===== config.mk =====
export PLATFORM = sky130hd
export DESIGN_NAME = fetch_stage_ctrl
export DESIGN_NICKNAME = d
export VERILOG_FILES = /design/src/rtl/fetch_stage_ctrl_pkg.sv /design/src/rtl/fetch_stage_ctrl_if_id_reg.sv /design/src/rtl/fetch_stage_ctrl.sv
export SDC_FILE = /design/constraint.sdc
export NUM_CORES = 1
export LEC_CHECK = 0
export ABC_CLOCK_PERIOD_IN_PS = 9800
export CELL_PAD_IN_SITES_DETAIL_PLACEMENT = 1
export CELL_PAD_IN_SITES_GLOBAL_PLACEMENT = 1
export CORE_UTILIZATION = 44
export DETAILED_ROUTE_END_ITERATION = 7
export PLACE_DENSITY_LB_ADDON = 0.1
export SKIP_CTS_REPAIR_TIMING = 1
export SYNTH_ARGS = -nofsm -noshare
export SYNTH_HDL_FRONTEND = slang
export SYNTH_HIERARCHICAL = 1
export SYNTH_SLANG_ARGS = --single-unit

===== constraint.sdc =====
create_clock -name Clk -period 9.8 [get_ports Clk]
set_clock_uncertainty 0.1 [all_clocks]
set_input_delay 1.96 -clock Clk [delete_from_list [all_inputs] [get_ports Clk]]
set_output_delay 1.96 -clock Clk [all_outputs]
set_load 0.02 [all_outputs]

===== src/rtl/fetch_stage_ctrl_pkg.sv =====
// Shared definitions for the fetch stage: FSM state encodings, PC step, default NOP
// and the payload carried into the IF/ID pipeline register.
package fetch_stage_ctrl_pkg;

  localparam logic [1:0] ST_FETCH = 2'd0;
  localparam logic [1:0] ST_WAIT  = 2'd1;
  localparam logic [1:0] ST_HOLD  = 2'd2;
  localparam logic [1:0] ST_DROP  = 2'd3;

  localparam logic [31:0] PC_STEP     = 32'd4;
  localparam logic [31:0] DEFAULT_NOP = 32'h0000_0000;

  typedef struct packed {
    logic [31:0] instr;
    logic [31:0] pcPlus4;
  } ifIdPayload_t;

  // Sequential PC; the 32-bit add wraps 0xFFFF_FFFC to 0 by design.
  function automatic logic [31:0] nextPc(input logic [31:0] pc);
    return pc + PC_STEP;
  endfunction

endpackage


===== src/rtl/fetch_stage_ctrl_if_id_reg.sv =====
// IF/ID pipeline register: flush beats hold, hold beats a new load, and an idle
// write slot turns into a bubble.
module if_id_reg
  import fetch_stage_ctrl_pkg::*;
#(
  parameter logic [31:0] NOP_INSTR = DEFAULT_NOP
) (
  input  logic         clk_i,
  input  logic         rst_i,
  input  logic         flush_i,
  input  logic         write_i,
  input  logic         load_i,
  input  ifIdPayload_t payload_i,
  output logic [31:0]  instr_o,
  output logic [31:0]  pcPlus4_o,
  output logic         valid_o
);

  logic [31:0] instr_q, instr_d;
  logic [31:0] pcPlus4_q, pcPlus4_d;
  logic        valid_q, valid_d;

  // PCPlus4 is left alone on flush and bubble so downstream keeps a sane return address.
  always_comb begin
    instr_d   = instr_q;
    pcPlus4_d = pcPlus4_q;
    valid_d   = valid_q;
    if (flush_i) begin
      instr_d = NOP_INSTR;
      valid_d = 1'b0;
    end else if (!write_i) begin
      instr_d   = instr_q;
      pcPlus4_d = pcPlus4_q;
      valid_d   = valid_q;
    end else if (load_i) begin
      instr_d   = payload_i.instr;
      pcPlus4_d = payload_i.pcPlus4;
      valid_d   = 1'b1;
    end else begin
      instr_d = NOP_INSTR;
      valid_d = 1'b0;
    end
  end

  always_ff @(posedge clk_i or posedge rst_i) begin
    if (rst_i) begin
      instr_q   <= NOP_INSTR;
      pcPlus4_q <= 32'h0;
      valid_q   <= 1'b0;
    end else begin
      instr_q   <= instr_d;
      pcPlus4_q <= pcPlus4_d;
      valid_q   <= valid_d;
    end
  end

  assign instr_o   = instr_q;
  assign pcPlus4_o = pcPlus4_q;
  assign valid_o   = valid_q;

endmodule


===== src/rtl/fetch_stage_ctrl.sv =====
// Fetch stage: owns the PC, runs a single-outstanding instruction-memory handshake,
// parks one response across stalls and feeds the IF/ID register.
module fetch_stage_ctrl
  import fetch_stage_ctrl_pkg::*;
#(
  parameter logic [31:0] RESET_PC  = 32'h0000_0000,
  parameter logic [31:0] NOP_INSTR = DEFAULT_NOP
) (
  input  logic        Clk,
  input  logic        Rst,
  input  logic        PCWrite,
  input  logic        IF_ID_Write,
  input  logic        IF_ID_Flush,
  input  logic        Redirect,
  input  logic [31:0] RedirectPC,
  output logic        ImemReq,
  output logic [31:0] ImemAddr,
  input  logic        ImemValid,
  input  logic [31:0] ImemData,
  output logic [31:0] IF_ID_Instruction,
  output logic [31:0] IF_ID_PCPlus4,
  output logic        IF_ID_Valid,
  output logic        FetchBusy
);

  logic [1:0]   state_q, state_d;
  logic [31:0]  pc_q, pc_d;
  logic [31:0]  bufData_q, bufData_d;
  logic         imemReq_q;
  logic [31:0]  imemAddr_q;
  logic         busy_q;
  logic         advance;
  logic         loadEn;
  ifIdPayload_t loadPayload;

  // A flush in the same cycle as a completing fetch must not consume the word.
  assign advance = PCWrite & IF_ID_Write & ~IF_ID_Flush;

  always_comb begin
    state_d             = state_q;
    pc_d                = pc_q;
    bufData_d           = bufData_q;
    loadEn              = 1'b0;
    loadPayload.instr   = ImemData;
    loadPayload.pcPlus4 = nextPc(pc_q);
    case (state_q)
      ST_FETCH: begin
        // The first FETCH after reset has not issued a request yet, so it lingers one cycle.
        if (Redirect) begin
          pc_d = RedirectPC;
        end else if (imemReq_q) begin
          state_d = ST_WAIT;
        end
      end
      ST_WAIT: begin
        if (Redirect) begin
          pc_d    = RedirectPC;
          state_d = ImemValid ? ST_FETCH : ST_DROP;
        end else if (ImemValid) begin
          if (advance) begin
            loadEn  = 1'b1;
            pc_d    = nextPc(pc_q);
            state_d = ST_FETCH;
          end else begin
            bufData_d = ImemData;
            state_d   = ST_HOLD;
          end
        end
      end
      ST_HOLD: begin
        if (Redirect) begin
          pc_d      = RedirectPC;
          bufData_d = 32'h0;
          state_d   = ST_FETCH;
        end else if (advance) begin
          loadEn            = 1'b1;
          loadPayload.instr = bufData_q;
          pc_d              = nextPc(pc_q);
          bufData_d         = 32'h0;
          state_d           = ST_FETCH;
        end
      end
      ST_DROP: begin
        // The stale response still has to drain before a fresh request goes out.
        if (Redirect) begin
          pc_d = RedirectPC;
        end
        if (ImemValid) begin
          state_d = ST_FETCH;
        end
      end
      default: state_d = ST_FETCH;
    endcase
  end

  // Handshake outputs are registered from the next state, keeping them free of input paths.
  always_ff @(posedge Clk or posedge Rst) begin
    if (Rst) begin
      state_q    <= ST_FETCH;
      pc_q       <= RESET_PC;
      bufData_q  <= 32'h0;
      imemReq_q  <= 1'b0;
      imemAddr_q <= 32'h0;
      busy_q     <= 1'b0;
    end else begin
      state_q    <= state_d;
      pc_q       <= pc_d;
      bufData_q  <= bufData_d;
      imemReq_q  <= (state_d == ST_FETCH);
      imemAddr_q <= (state_d == ST_FETCH) ? pc_d : 32'h0;
      busy_q     <= (state_d == ST_WAIT) || (state_d == ST_DROP);
    end
  end

  assign ImemReq   = imemReq_q;
  assign ImemAddr  = imemAddr_q;
  assign FetchBusy = busy_q;

  if_id_reg #(
    .NOP_INSTR(NOP_INSTR)
  ) u_if_id_reg (
    .clk_i    (Clk),
    .rst_i    (Rst),
    .flush_i  (IF_ID_Flush),
    .write_i  (IF_ID_Write),
    .load_i   (loadEn),
    .payload_i(loadPayload),
    .instr_o  (IF_ID_Instruction),
    .pcPlus4_o(IF_ID_PCPlus4),
    .valid_o  (IF_ID_Valid)
  );

endmodule


; Word level (Yosys, flattened, before mapping)
; Cells that the tools add are included.
; W data, S select, Z words.
[word_totals]
register_bits = 165
latch_bits = 0
ramBits = 0
mem_bits_ro = 0
inputBits = 71
output_inout_bits = 99
wordCells = 65
mem_count = 0
[op_classes]
add_sub_neg = 1
multipliers = 0
div_mod_pow = 0
order_cmp = 0
n_eq_ne = 8
shifts = 0
n_mux = 36
n_bitwise = 3
n_reduce_logical = 8
[ops]
columns = op, count
row1 = $mux W32, 16
row2 = $pmux W32 S3, 1
row3 = $pmux W32 S2, 1
row4 = $add A32 B3 Y32 const B, 1
row5 = $mux W2, 9
row6 = $pmux W2 S4, 1
row7 = $mux W1, 7
row8 = $eq A2 B2 Y1 const B, 3
row9 = $eq A2 B1 Y1 const B, 2
row10 = $logic_not A2 Y1, 2
row11 = $ne A2 B2 Y1 const B, 2
row12 = $reduce_and A4 Y1, 1
row13 = $reduce_bool A2 Y1, 2
row14 = $ne A3 B3 Y1 const B, 1
row15 = $reduce_and A3 Y1, 1
row16 = $and A1 B1 Y1, 2
row17 = $pmux W1 S2, 1
row18 = $reduce_or A2 Y1, 1
row19 = $logic_or A1 B1 Y1, 1
row20 = $not A1 Y1, 1

; Depth between registers and ports, before layout
; Gate-level depths: netlist of run 1.
[logic_depth]
depth_word = 9
depth_mapped = 12
ltp_nobuf = 9

; Cells and area by module
; Netlist of run 1, hierarchy kept.
[by_module_without_submodules]
columns = mod, instances, cells_each, area_per_inst_um2
row1 = fetch_stage_ctrl, 1, 726, 6565.0
row2 = if_id_reg, 1, 215, 2756.4

; Least setup slack after synthesis of run 1
; No wires, ideal clock.
[synth_path]
kind = input-to-reg
startpoint = in ImemValid
endpoint = reg imemAddr_q[19], in the netlist ImemAddr[19]
t_arrival_ps = 3544
required_ps = 9580
setup_slack_ps = 6036
stages = 8
n_path_buf = 2
path_cell_list = buf_2 -> nand4b_2 -> or3_1 -> clkbuf_1 -> o31a_1 -> nor3_1 -> o21ai_0 -> and3_1
[synth_between]
elab_chain_len = 5
[synth_lines]
columns = item, line_no
row1 = "start, declared", fetch_stage_ctrl.sv:18  ; input logic ImemValid,
row2 = $mux W2 (on tied branches), "fetch_stage_ctrl.sv:59, fetch_stage_ctrl.sv:58"
row3 = $mux W2, fetch_stage_ctrl.sv:56  ; if (Redirect) begin
row4 = $pmux W2 S4, fetch_stage_ctrl.sv:46  ; case (state_q)
row5 = $logic_not A2 Y1, fetch_stage_ctrl.sv:110  ; imemAddr_q <= (state_d == ST_FETCH) ? pc_d : 32'h0;
row6 = $mux W32 (*), fetch_stage_ctrl.sv:110
row7 = "end signal, assigned", fetch_stage_ctrl.sv:110
row8 = "end, declared", fetch_stage_ctrl.sv:30  ; logic [31:0] imemAddr_q;
; Mark *: on every way between the ends. The rest lies on a longest branch, timed or not.
; A chain may end at the register's enable or synchronous reset.

; Worst setup path in the final report of run 1
[layout_path]
startpoint = in Redirect
endpoint = reg imemAddr_q[3], in the netlist ImemAddr[3]
[layout_between]
elab_chain_len = 4
[layout_lines]
columns = item, line_no
row1 = "start, declared", fetch_stage_ctrl.sv:14  ; input logic Redirect,
row2 = $mux W2 (on tied branches), "fetch_stage_ctrl.sv:71, fetch_stage_ctrl.sv:49, fetch_stage_ctrl.sv:56"
row3 = $pmux W2 S4 (*), fetch_stage_ctrl.sv:46
row4 = via state_d[0], fetch_stage_ctrl.sv:26  ; logic [1:0] state_q, state_d;
row5 = $logic_not A2 Y1 (*), fetch_stage_ctrl.sv:110
row6 = $mux W32 (*), fetch_stage_ctrl.sv:110
; Mark *: on every way through the listed nets, which the timed path passes. The rest lies on a longest branch.

==> results of run 1 <==
==> cell type report <==
class                      instances  area [sq um]  area share
timing repair buffer             183          1790       0.154
sequential                       164          4100       0.354
tap                              270           338      0.0291
clock inverter                    15           154      0.0133
clock buffer                      17           425      0.0367
inverter                          10          40.0     0.00345
multi-input combinational        670          4750       0.409
==> kinds of logic after synthesis <==
kind of cell	after synthesis
buffers and inverters	107
multiplexers	77
AO/OA/AOI/OAI	215
flip-flops	164
adder cells (fa/ha/maj)	5
XOR/XNOR	60
AND/OR/NAND/NOR	313
==> cell usage after synthesis, types with 4 or more instances <==
master | instances | area, sq um
xnor2_1 | 37 | 324
clkbuf_1 | 52 | 195
nand2b_1 | 37 | 231
and4_1 | 4 | 35.0
xor2_1 | 23 | 201
and2_1 | 24 | 150
a22oi_1 | 20 | 150
nor2_1 | 52 | 195
a21oi_1 | 56 | 280
nor3_1 | 25 | 125
a221oi_1 | 11 | 96.3
buf_4 | 7 | 52.6
and3_1 | 4 | 25.0
o21ai_0 | 33 | 165
or4_1 | 5 | 37.5
nand2_1 | 67 | 251
a22o_1 | 16 | 140
mux2_2 | 36 | 405
nor4_1 | 13 | 81.3
a211oi_1 | 10 | 75.1
a21boi_0 | 5 | 37.5
nand3_1 | 45 | 225
buf_1 | 10 | 37.5
ha_1 | 5 | 62.6
o22ai_1 | 10 | 62.6
buf_2 | 24 | 120
inv_1 | 10 | 37.5
a221o_1 | 7 | 70.1
mux2i_1 | 11 | 110
o311ai_0 | 4 | 35.0
dfrtp_1 | 164 | 4100
nand4_1 | 16 | 100
a311oi_1 | 4 | 35.0
o31a_1 | 7 | 61.3
mux2_4 | 30 | 450
or3_1 | 5 | 31.3
==> how the worst max path moves through the flow <==
stage	start	slack [ns]	endpoint
2_1_floorplan	Rst	5.15	ImemAddr[0]
3_3_place_gp	Redirect	4.44	ImemAddr[19]
3_5_place_dp	Redirect	4.15	ImemAddr[3]
4_1_cts	Redirect	4.58	ImemAddr[3]
5_1_grt	Redirect	4.37	ImemAddr[3]
6_report	Redirect	4.47	ImemAddr[3]
==> metal layers <==
layer,part of all wire,wire length (um)
met5,0,0
met4,0.019,578
met3,0.058,1720
met2,0.48,14300
met1,0.44,13100
==> power breakdown <==
part	internal, W	total [W]	switching (W)
clock	0.000340	0.000664	0.000324
sequential	0.000885	0.00114	0.000253
combinational	0.000566	0.00131	0.000746
==> sequential cells by signal (all words and copies together), names as in the netlist <==
register               cells
pc_q                      32
ImemReq                    1
ImemAddr                  32
u_if_id_reg/valid_o        1
bufData_q                 32
u_if_id_reg/pcPlus4_o     32
state_q                    2
u_if_id_reg/instr_o       32
==> per-stage QoR <==
stage | worst slack [ns] | hold WS [ns] | util | area (sq um)
after floorplan | 5.15 | 0.362 | - | 9320
final | 4.47 | 0.401 | 0.566 | 11600
after CTS | 4.58 | 0.405 | 0.566 | 11600
after detailed placement | 4.15 | 0.383 | 0.538 | 11000
after global placement | 4.44 | 0.378 | 0.538 | 11000
after global routing | 4.37 | 0.420 | 0.566 | 11600
==> flow_metrics.tcl, run 1 <==
set metrics [dict create \
    arrival_ns 5.59 \
    ys_types 73 \
    power_density_mw_per_mm2 268 \
    crit_buf_inv 3 \
    muxShareOfSynthArea 0.104 \
    grt-busiest-layer "met2" \
    synth_compound_area_frac 0.161 \
    max_freq_mhz 188 \
    grt_max_degree 71 \
    slew-limit-headroom 0.207 \
    mostFrequentLayoutCells "clkdlybuf4s50_1, dfrtp_1, nand2_1, a21oi_1, nor2_1" \
    cp_slowest_cell "nand2b_1" \
    place_hpwl_mm 19.2 \
    drt_pass1_iterations 5 \
    post_drt_wl_per_cell_um 22.4 \
    hp-class "flop to flop" \
    netlist_area_sq_mm 0.00932 \
    rr_startpoint "state_q[1]" \
    synth-seq-area-share 0.440 \
    drv_slew 0 \
    rsz0062_at_grt "no" \
    synth-simple-area-share 0.179 \
    synth_edf_count 0 \
    hp-start "bufData_q[25]" \
    fin_cells 1329 \
    crit_chain "clkdlybuf4s50_1 -> buf_4 -> nand2b_1 -> o22ai_1 -> o21ai_0 -> o311ai_0 -> or2_1 -> inv_1 -> and2_1" \
    holdPathStages 1 \
    worstMarginPinSlew_ns 1.19 \
    cts-root-buf "clkbuf_16" \
    cts_buffers 17 \
    io_buffers 169 \
    rr_endpoint "ImemAddr[3]" \
    met3_usage 0.0565 \
    die_h_um 148 \
    end_kind "flop" \
    grt_util_met2 0.454 \
    drive_gt1_frac 0.126 \
    startpoint_type "primary input" \
    yosys_most_used_dff "dfrtp_1" \
    synth.avg_cell_area_sq_um 9.91 \
    drtAntennaViolNets 0 \
    initial_core_util 0.455 \
    synthAdderAreaFrac 0.00671 \
    r2r_setup_slack_ns 5.28 \
    numClockSinks 164 \
    track_usage 0.281 \
    die_w_um 148 \
    ir_drop_v 0.000131 \
    fillers 2251 \
    cp_top_family "simple AND/OR/NAND/NOR gates" \
    crit_cells 9 \
    min_period_ns 5.33 \
    setup-tns-final_ns 0 \
    grt_use_met1 0.381 \
    antenna_cells 0 \
    grt_pass1_wl_mm 47.5 \
    critPathMaxStageDelay_ns 0.73 \
    fin_crit_sh 0.544 \
    mostFrequentLayoutCell "clkdlybuf4s50_1" \
    drt-total-wl_mm 29.8 \
    cp_max_fo 24 \
    r2r_cells 7 \
    synth_seq_cells 164 \
    h-tree-depth 4 \
    drc 0 \
    dieArea_sq_mm 0.0218 \
    yosys_warnings 6 \
    place_inst 1297 \
    total_power_w 0.00311 \
    critPathRequiredTime_ns 10.06 \
    fp-row-count 52 \
    gp_congestion 0.843 \
    holdPathEnd "bufData_q[25]" \
    grt_pass1_vias 8323 \
    cts_tree "done" \
    core_sq_mm 0.0205 \
    gr-total-overflow 0 \
    crit_type "primary input to flop" \
    cellLeakagePower_nw 4.79 \
    hold_viol 0 \
    num_io_pins 170 \
    antenna_found_initial 0 \
    viasPerCell 6.08 \
    netlist_instances 941 \
    synth-async-reset-ratio 1.00 \
    via_count 8075 \
    clock_path_buffers 2 \
    clkTransAtPathRegs_ns 0.08 \
    synth-xor-area-share 0.0564 \
    syn_nets 1017 \
    cap_violations 0 \
    synth_top_family_by_area "simple AND/OR/NAND/NOR gates" \
    nNetsFinal 1122 \
    setup_violations 0 \
    synthToLayoutAreaGrowth_pct 24.5 \
    insertion_delay_ns 0.43 \
    dr.first_iter.drc_count 470 \
    status "finished, final reports clean" \
]
Power figures use the tool's default switching activity.
==> inputs of run 2 (changes only) <==
--- a/config.mk
+++ b/config.mk
@@ -5,10 +5,10 @@
 export SDC_FILE = /design/constraint.sdc
 export NUM_CORES = 1
 export LEC_CHECK = 0
-export ABC_CLOCK_PERIOD_IN_PS = 9800
+export ABC_CLOCK_PERIOD_IN_PS = 5000
 export CELL_PAD_IN_SITES_DETAIL_PLACEMENT = 1
 export CELL_PAD_IN_SITES_GLOBAL_PLACEMENT = 1
-export CORE_UTILIZATION = 44
+export CORE_UTILIZATION = 41
 export DETAILED_ROUTE_END_ITERATION = 7
 export PLACE_DENSITY_LB_ADDON = 0.1
 export SKIP_CTS_REPAIR_TIMING = 1
==> constraint.sdc (replaced) <==
create_clock -name Clk -period 5 [get_ports Clk]
set_clock_uncertainty 0.1 [all_clocks]
set_input_delay 1 -clock Clk [delete_from_list [all_inputs] [get_ports Clk]]
set_output_delay 1 -clock Clk [all_outputs]
set_load 0.02 [all_outputs]
==> run 2 against run 1 <==
Compared with the run above: the run now ends with DRC left; sequential power up 95%; combinational power up 98%; cell count up 1.5%; wire length down 0.64%; non-clock buffer count up 9; clock power up 120%; largest cell class unchanged; via count down 2.0%.
==> flow_metrics.tcl, run 2 (same netlist as run 1, synthesis figures left out) <==
set metrics [dict create \
    status "finished with violations" \
    failed_checks "DRC" \
    post_drt_wl_per_cell_um 21.9 \
    drive_gt1_frac 0.133 \
    core_sq_mm 0.0220 \
    rsz0062_at_grt "no" \
    io_buffers 169 \
    holdPathStages 1 \
    hp-class "flop to flop" \
    mostFrequentLayoutCell "clkdlybuf4s50_1" \
    via_count 7913 \
    cts-root-buf "clkbuf_16" \
    dieArea_sq_mm 0.0233 \
    ir_drop_v 0.000270 \
    total_power_w 0.00625 \
    drt-total-wl_mm 29.6 \
    cp_slowest_cell "inv_1" \
    h-tree-depth 4 \
    critPathRequiredTime_ns 5.27 \
    setup-tns-final_ns 0 \
    gr-total-overflow 0 \
    critPathMaxStageDelay_ns 0.71 \
    mostFrequentLayoutCells "clkdlybuf4s50_1, dfrtp_1, nand2_1, a21oi_1, nor2_1" \
    crit_chain "clkdlybuf4s50_1 -> buf_4 -> nand2b_1 -> buf_4 -> o22ai_1 -> o21ai_0 -> o311ai_0 -> or2_1 -> inv_1 -> and2_1" \
    cellLeakagePower_nw 4.87 \
    cts_buffers 17 \
    cap_violations 0 \
    min_period_ns 3.91 \
    die_h_um 153 \
    synthToLayoutAreaGrowth_pct 26.0 \
    preCtsSetupSlack_ns 0.637 \
    viasPerCell 5.87 \
    cts_tree "done" \
    placed_area_sq_mm 0.0111 \
    fin_crit_sh 0.782 \
    drtAntennaViolNets 0 \
    insertion_delay_ns 0.44 \
    slew-limit-headroom 0.304 \
    grt_pass1_vias 8331 \
    antenna_found_initial 1 \
    track_usage 0.262 \
    drc 16 \
    end_kind "flop" \
    worstMarginPinSlew_ns 1.04 \
    dr.first_iter.drc_count 503 \
    grt_pass1_wl_mm 47.8 \
    grt_max_degree 74 \
    clock_path_buffers 2 \
    max_freq_mhz 256 \
    gp_congestion 0.839 \
    fp-row-count 54 \
    fin_ws_ns 1.09 \
    clkTransAtPathRegs_ns 0.07 \
    cp_max_fo 24 \
    power_density_mw_per_mm2 532 \
    place_hpwl_mm 19.7 \
    initial_core_util 0.423 \
    fillers 2457 \
    drv_slew 0 \
    final_area_sq_mm 0.0117 \
    nNetsFinal 1131 \
    numClockSinks 164 \
    die_w_um 153 \
    crit_type "primary input to flop" \
    setup_violations 0 \
    arrival_ns 4.18 \
    hold_viol 0 \
    startpoint_type "primary input" \
    num_io_pins 170 \
    crit_top_cell "buf_4" \
    drt_pass1_iterations 7 \
    r2r_cells 10 \
]
-- run 2: changes by cell type in the layout (fill, tap and decap cells not counted) --
cell	previous run	this run
buf_4	14	23
bufinv_16	0	3
clkbuf_8	0	2
clkinv_4	2	4
clkinv_8	2	1
clkinvlp_4	2	0
diode_2	0	1
inv_6	5	3
inv_8	4	2
-- run 2: per-layer routing --
| metal | routed length, um | up-vias | GRT usage | share of wire |
|---|---|---|---|---|
| li1 | - | 3627 | - | - |
| met3 | 1290 | 32 | 0.0427 | 0.044 |
| met5 | 0 | - | 0 | 0 |
| met1 | 14000 | 4040 | 0.364 | 0.47 |
| met2 | 13800 | 214 | 0.417 | 0.47 |
| met4 | 519 | 0 | 0.0823 | 0.018 |
-- run 2: layout make-up --
| class | instances | area [sq um] | share of cell area |
|---|---|---|---|
| antenna | 1 | 2.50 | 0.000213 |
| sequential | 164 | 4100 | 0.349 |
| inverter | 10 | 40.0 | 0.00341 |
| clock buffer | 19 | 453 | 0.0386 |
| clock inverter | 13 | 190 | 0.0162 |
| tap | 280 | 350 | 0.0298 |
| multi-input combinational | 670 | 4750 | 0.404 |
| timing repair buffer | 192 | 1860 | 0.158 |
-- run 2: worst paths after layout --
| check | start | endpoint | slack (ns) |
|---|---|---|---|
| worst max-delay path | Redirect | ImemAddr[8] | 1.09 |
| worst min-delay path | bufData_q[16] | bufData_q[16] | 0.40 |
| worst max register to register | state_q[1] | ImemAddr[19] | 1.16 |
| worst min register to register | bufData_q[16] | bufData_q[16] | 0.40 |
| max in group asynchronous | Rst | bufData_q[23] | 2.76 |
| min in group asynchronous | Rst | u_if_id_reg/pcPlus4_o[29] | 0.97 |
-- run 2: worst max-delay path: cells and delay by family --
kind | cells | cell delay, ns
AOI/OAI and AO/OA | 3 | 0.52
buffers and inverters | 4 | 1.70
and+or+nand+nor | 3 | 0.94
-- run 2: where the power goes --
group | leakage (nW) | internal (W) | switching, W
combinational | 2.39 | 0.00113 | 0.00146
clock | 0.315 | 0.000833 | 0.000609
sequential | 2.16 | 0.00173 | 0.000485
total | 4.87 | 0.00370 | 0.00256
-- run 2: through the flow --
stage,cells,utilization,hold slack [ns]
floorplan,941,-,0.362
detailed placement,1316,0.504,0.378
global route,1348,0.533,0.420
CTS,1348,0.533,0.406
finish,1349,0.533,0.403
global placement,1316,0.504,0.378
==> inputs of run 3 (changes only) <==
--- a/config.mk
+++ b/config.mk
@@ -5,10 +5,10 @@
 export SDC_FILE = /design/constraint.sdc
 export NUM_CORES = 1
 export LEC_CHECK = 0
-export ABC_CLOCK_PERIOD_IN_PS = 5000
+export ABC_CLOCK_PERIOD_IN_PS = 3500
 export CELL_PAD_IN_SITES_DETAIL_PLACEMENT = 1
 export CELL_PAD_IN_SITES_GLOBAL_PLACEMENT = 1
-export CORE_UTILIZATION = 41
+export CORE_UTILIZATION = 37
 export DETAILED_ROUTE_END_ITERATION = 7
 export PLACE_DENSITY_LB_ADDON = 0.1
 export SKIP_CTS_REPAIR_TIMING = 1
==> constraint.sdc (replaced) <==
create_clock -name Clk -period 3.5 [get_ports Clk]
set_clock_uncertainty 0.1 [all_clocks]
set_input_delay 0.7 -clock Clk [delete_from_list [all_inputs] [get_ports Clk]]
set_output_delay 0.7 -clock Clk [all_outputs]
set_load 0.02 [all_outputs]
==> run 3 against run 2 <==
Compared with the run above: the flow now finishes without violations; clock power rose by 31%; sequential cell count did not move; design area is 2.3% higher; core utilization fell by 4.4 points; critical endpoint is now ImemAddr[22]; highest routed layer unchanged.
==> flow_metrics.tcl, run 3 (same netlist as run 1, synthesis figures left out) <==
set metrics [dict create \
    status "finished, final reports clean" \
    synthToLayoutAreaGrowth_pct 28.9 \
    track_usage 0.245 \
    place_inst 1393 \
    drc 0 \
    antenna_found_initial 0 \
    cap_violations 0 \
    cts_buffers 17 \
    mostFrequentLayoutCells "clkdlybuf4s50_1, dfrtp_1, nand2_1, a21oi_1, buf_4" \
    cts_tree "done" \
    ir_drop_v 0.000305 \
    grt_util_met2 0.389 \
    drt_pass1_iterations 5 \
    initial_core_util 0.380 \
    total_power_w 0.00898 \
    antenna_cells 0 \
    critPathMaxStageDelay_ns 0.92 \
    slew-limit-headroom 0.457 \
    numClockSinks 164 \
    drv_slew 0 \
    die_h_um 161 \
    h-tree-depth 4 \
    drt-total-wl_mm 30.7 \
    critPathRequiredTime_ns 3.72 \
    drive_gt1_frac 0.158 \
    setup-tns-final_ns 0 \
    power_density_mw_per_mm2 747 \
    fp-row-count 57 \
    clkTransAtPathRegs_ns 0.07 \
    io_buffers 169 \
    mostFrequentLayoutCell "clkdlybuf4s50_1" \
    max_freq_mhz 322 \
    setup_violations 0 \
    num_io_pins 170 \
    via_count 7955 \
    grt_pass1_wl_mm 49.0 \
    clock_path_buffers 2 \
    grt_pass1_vias 8304 \
    die_w_um 161 \
    fin_cells 1425 \
    dr.first_iter.drc_count 492 \
    cts-root-buf "clkbuf_16" \
    worstMarginPinSlew_ns 0.807 \
    viasPerCell 5.58 \
    cp_slowest_cell "or4_1" \
    cp_max_fo 20 \
    grt-busiest-layer "met2" \
    drtAntennaViolNets 0 \
    nNetsFinal 1164 \
    grt_max_degree 66 \
    gr-total-overflow 0 \
    fillers 2771 \
    post_drt_wl_per_cell_um 21.6 \
    crit_chain "ha_1 -> nand3_1 -> or4_1 -> o31a_1 -> o21ai_0 -> a32oi_1 -> and2_1" \
    min_period_ns 3.10 \
    crit_type "flop to flop" \
    hp-class "flop to flop" \
    startpoint_type "flop" \
    grt_use_met1 0.347 \
    fin_crit_sh 0.886 \
    met3_usage 0.0390 \
    insertion_delay_ns 0.44 \
    core_sq_mm 0.0245 \
    hold_viol 0 \
    place_hpwl_mm 21.1 \
    end_kind "flop" \
    cellLeakagePower_nw 5.01 \
    dieArea_sq_mm 0.0258 \
    arrival_ns 3.32 \
    rsz0062_at_grt "no" \
    gp_congestion 0.819 \
]
## run 3: changes by cell type in the layout (fill, tap and decap cells not counted)
cell / delta
nor2_2: -1
buf_12: +2
clkbuf_8: -1
clkinv_8: +1
diode_2: -1
clkinvlp_4: +1
clkinv_4: -3
bufinv_16: -3
buf_4: +31
nor2_1: +1
inv_6: +2
inv_8: +3
## run 3: path summary, 6_finish.rpt
check / start / to / slack, ns / depth (start not counted)
worst max-delay path: pc_q[2] / ImemAddr[22] / 0.40 / 7
worst min-delay path: bufData_q[21] / bufData_q[21] / 0.40 / 1
max in group asynchronous: Rst / pc_q[23] / 1.85 / 3
min in group asynchronous: Rst / u_if_id_reg/pcPlus4_o[25] / 0.57 / 2
worst max register to register: pc_q[2] / ImemAddr[22] / 0.40 / 7
worst min register to register: bufData_q[21] / bufData_q[21] / 0.40 / 1
## run 3: layout make-up
class | instances | area, sq um | area share
tap | 324 | 405 | 0.0337
multi-input combinational | 670 | 4750 | 0.395
sequential | 164 | 4100 | 0.342
timing repair buffer | 225 | 2130 | 0.177
inverter | 10 | 40.0 | 0.00333
clock buffer | 18 | 439 | 0.0365
clock inverter | 14 | 149 | 0.0124
## run 3: critical path, delay by kind of cell (launching register included)
| family | cells | cell delay [ns] |
|---|---|---|
| AOI/OAI and AO/OA | 3 | 0.81 |
| adders and majority gates | 1 | 0.29 |
| DFF | 1 | 0.51 |
| and+or+nand+nor | 3 | 1.27 |
## run 3: per-layer routing
layer  wire length [um]  part of all wire
met1              14800              0.48
met5                  0                 0
met3               1190             0.039
met4                403             0.013
met2              14400              0.47
## run 3: through the flow
step,hold WS (ns),worst slack (ns),cell area [sq um],util
2_1_floorplan,0.362,0.110,9320,-
3_5_place_dp,0.379,0.155,11400,0.466
3_3_place_gp,0.378,0.245,11400,0.466
4_1_cts,0.406,0.398,12000,0.490
6_report,0.400,0.398,12000,0.490
5_1_grt,0.423,0.238,12000,0.490
## run 3: report_power, final
group | internal, W | switching (W)
logic | 0.00177 | 0.00220
clock network | 0.000977 | 0.000917
registers | 0.00248 | 0.000640
==> patch, RTL diff (config.mk and constraints of run 3) <==
Register the input `ImemData` before use. The logic sees it one clock later. The other inputs are not delayed to match.
--- a/src/rtl/fetch_stage_ctrl.sv
+++ b/src/rtl/fetch_stage_ctrl.sv
@@ -24,4 +24,10 @@
 );
 
+  logic [31:0] ImemData_q;
+
+  always_ff @(posedge Clk) begin
+    ImemData_q <= ImemData;
+  end
+
   logic [1:0]   state_q, state_d;
   logic [31:0]  pc_q, pc_d;
@@ -42,5 +48,5 @@
     bufData_d           = bufData_q;
     loadEn              = 1'b0;
-    loadPayload.instr   = ImemData;
+    loadPayload.instr   = ImemData_q;
     loadPayload.pcPlus4 = nextPc(pc_q);
     case (state_q)
@@ -63,5 +69,5 @@
             state_d = ST_FETCH;
           end else begin
-            bufData_d = ImemData;
+            bufData_d = ImemData_q;
             state_d   = ST_HOLD;
           end
Behaviour: not the same (Yosys sat finds a counterexample within 4 cycles, from zero or initial values and one cycle with Rst high).
==> patch against run 3 <==
  * The flow now finishes with violations (design-rule violations)
  * Wire length up 0.88%
  * Cell area up 5.4%
  * Synthesized area up 6.9%
  * Sequential cell count up 32
  * Global-route usage down 1.2 points
  * Synthesized cell count up 3.4%
  * Setup slack better by 0.23 ns
  * Non-clock buffer count down 11
  * Sequential share of layout area up 3.3 points
  * Via count up 1.1%
  * Total power up 5.9%
==> patch: results (changes against run 3) <==
Worst path max stage delay: 0.58 ns (was 0.92 ns)
antenna violations before repair: 1 (was 0)
Non-clock buffering overhead: 0.164 (was 0.177)
first-pass GRT wire length: 50300 µm (was 49000 µm)
vias in the first global route: 8579 (was 8304)
Residual DRC: 11 (was 0)
1st-pass router iterations: 7 (was 5)
DP Worst Slack: 0.350 ns (was 0.155 ns)
fraction of standard cell area in multi-input logic: 0.375 (was 0.395)
flop2flop setup slack: 0.63 ns (was 0.40 ns)
clock network area share: 0.0508 (was 0.0489)
Placer Congestion: 0.829 (was 0.819)
Hold Path Origin: ImemData_q[17] (was bufData_q[21])
Compound-Gate Fraction of Synth Area: 0.151 (was 0.161)
worst vdd ir: 0.367 mV (was 0.305 mV)
nonclk buf count: 214 (was 225)
Post-Synth Adder-Cell Area: 0.00628 (was 0.00671)
grt met3 use: 0.0455 (was 0.0390)
Placed Cells: 1425 (was 1393)
critical path peak fanout: 24 (was 20)
outcome: finished with violations (was finished, final reports clean)
Finished Cell Area: 12700 µm² (was 12000 µm²)
# nets final: 1185 (was 1164)
post-synthesis mux area share: 0.0970 (was 0.104)
hold endpoint: bufData_q[17] (was bufData_q[21])
post-synthesis xor/xnor area fraction: 0.0528 (was 0.0564)
layout cells sized above 1: 0.145 (was 0.158)
FF-to-FF Start: pc_q[3] (was pc_q[2])
number of distinct library cells after synthesis: 74 (was 73)
GRT Resource Usage Total: 0.232 (was 0.245)
Mapped Cells: 973 (was 941)
via count: 8042 (was 7955)
register area: 4740 µm² (was 4100 µm²)
WP data arrival: 3.10 ns (was 3.32 ns)
top cell type's share of synthesized area: 0.412 (was 0.440)
R2R depth: 8 (was 7)
post-DP HPWL: 21200 µm (was 21100 µm)
fillcell total: 2841 (was 2771)
Synthesized Nets: 1049 (was 1017)
wire length per cell: 21.3 µm (was 21.6 µm)
Detailed Route Iter0 Violations: 481 (was 492)
Post-synth ARST share: 0.837 (was 1.00)
M1 GR Usage: 0.311 (was 0.347)
clk slew on worst S/H paths: 0.09 ns (was 0.07 ns)
failing checks: design-rule violations
Max-slew headroom: 0.471 (was 0.457)
r2r endpoint: ImemAddr[26] (was ImemAddr[22])
-- patch: changes by cell type after synthesis, sizes merged --
| cell | run 3 | this run |
|---|---|---|
| dfxtp | 0 | 32 |
-- patch: worst max-delay path by stage --
stage / slack (ns) / endpoint / start / cells after the start
2_1_floorplan: 0.11 / ImemAddr[0] / Rst / 1
3_3_place_gp: 0.36 / ImemAddr[19] / IF_ID_Flush / 9
3_5_place_dp: 0.35 / u_if_id_reg/pcPlus4_o[20] / Redirect / 7
4_1_cts: 0.61 / ImemAddr[25] / pc_q[9] / 7
5_1_grt: 0.39 / ImemAddr[25] / pc_q[9] / 7
6_report: 0.63 / ImemAddr[26] / pc_q[3] / 8
-- patch: report_power, final --
part           switching [mW]  internal [mW]
sequential              0.707           2.85
combinational            2.11           1.71
clock                    1.07           1.06
total                    3.88           5.62
-- patch: layer usage --
layer  share of wire  up-vias  routed length [µm]
li1                -     3754                   -
met1            0.46     4060               14300
met2            0.48      202               14900
met3           0.046       24                1430
met4           0.011        2                 337
met5         0.00026        -                   8
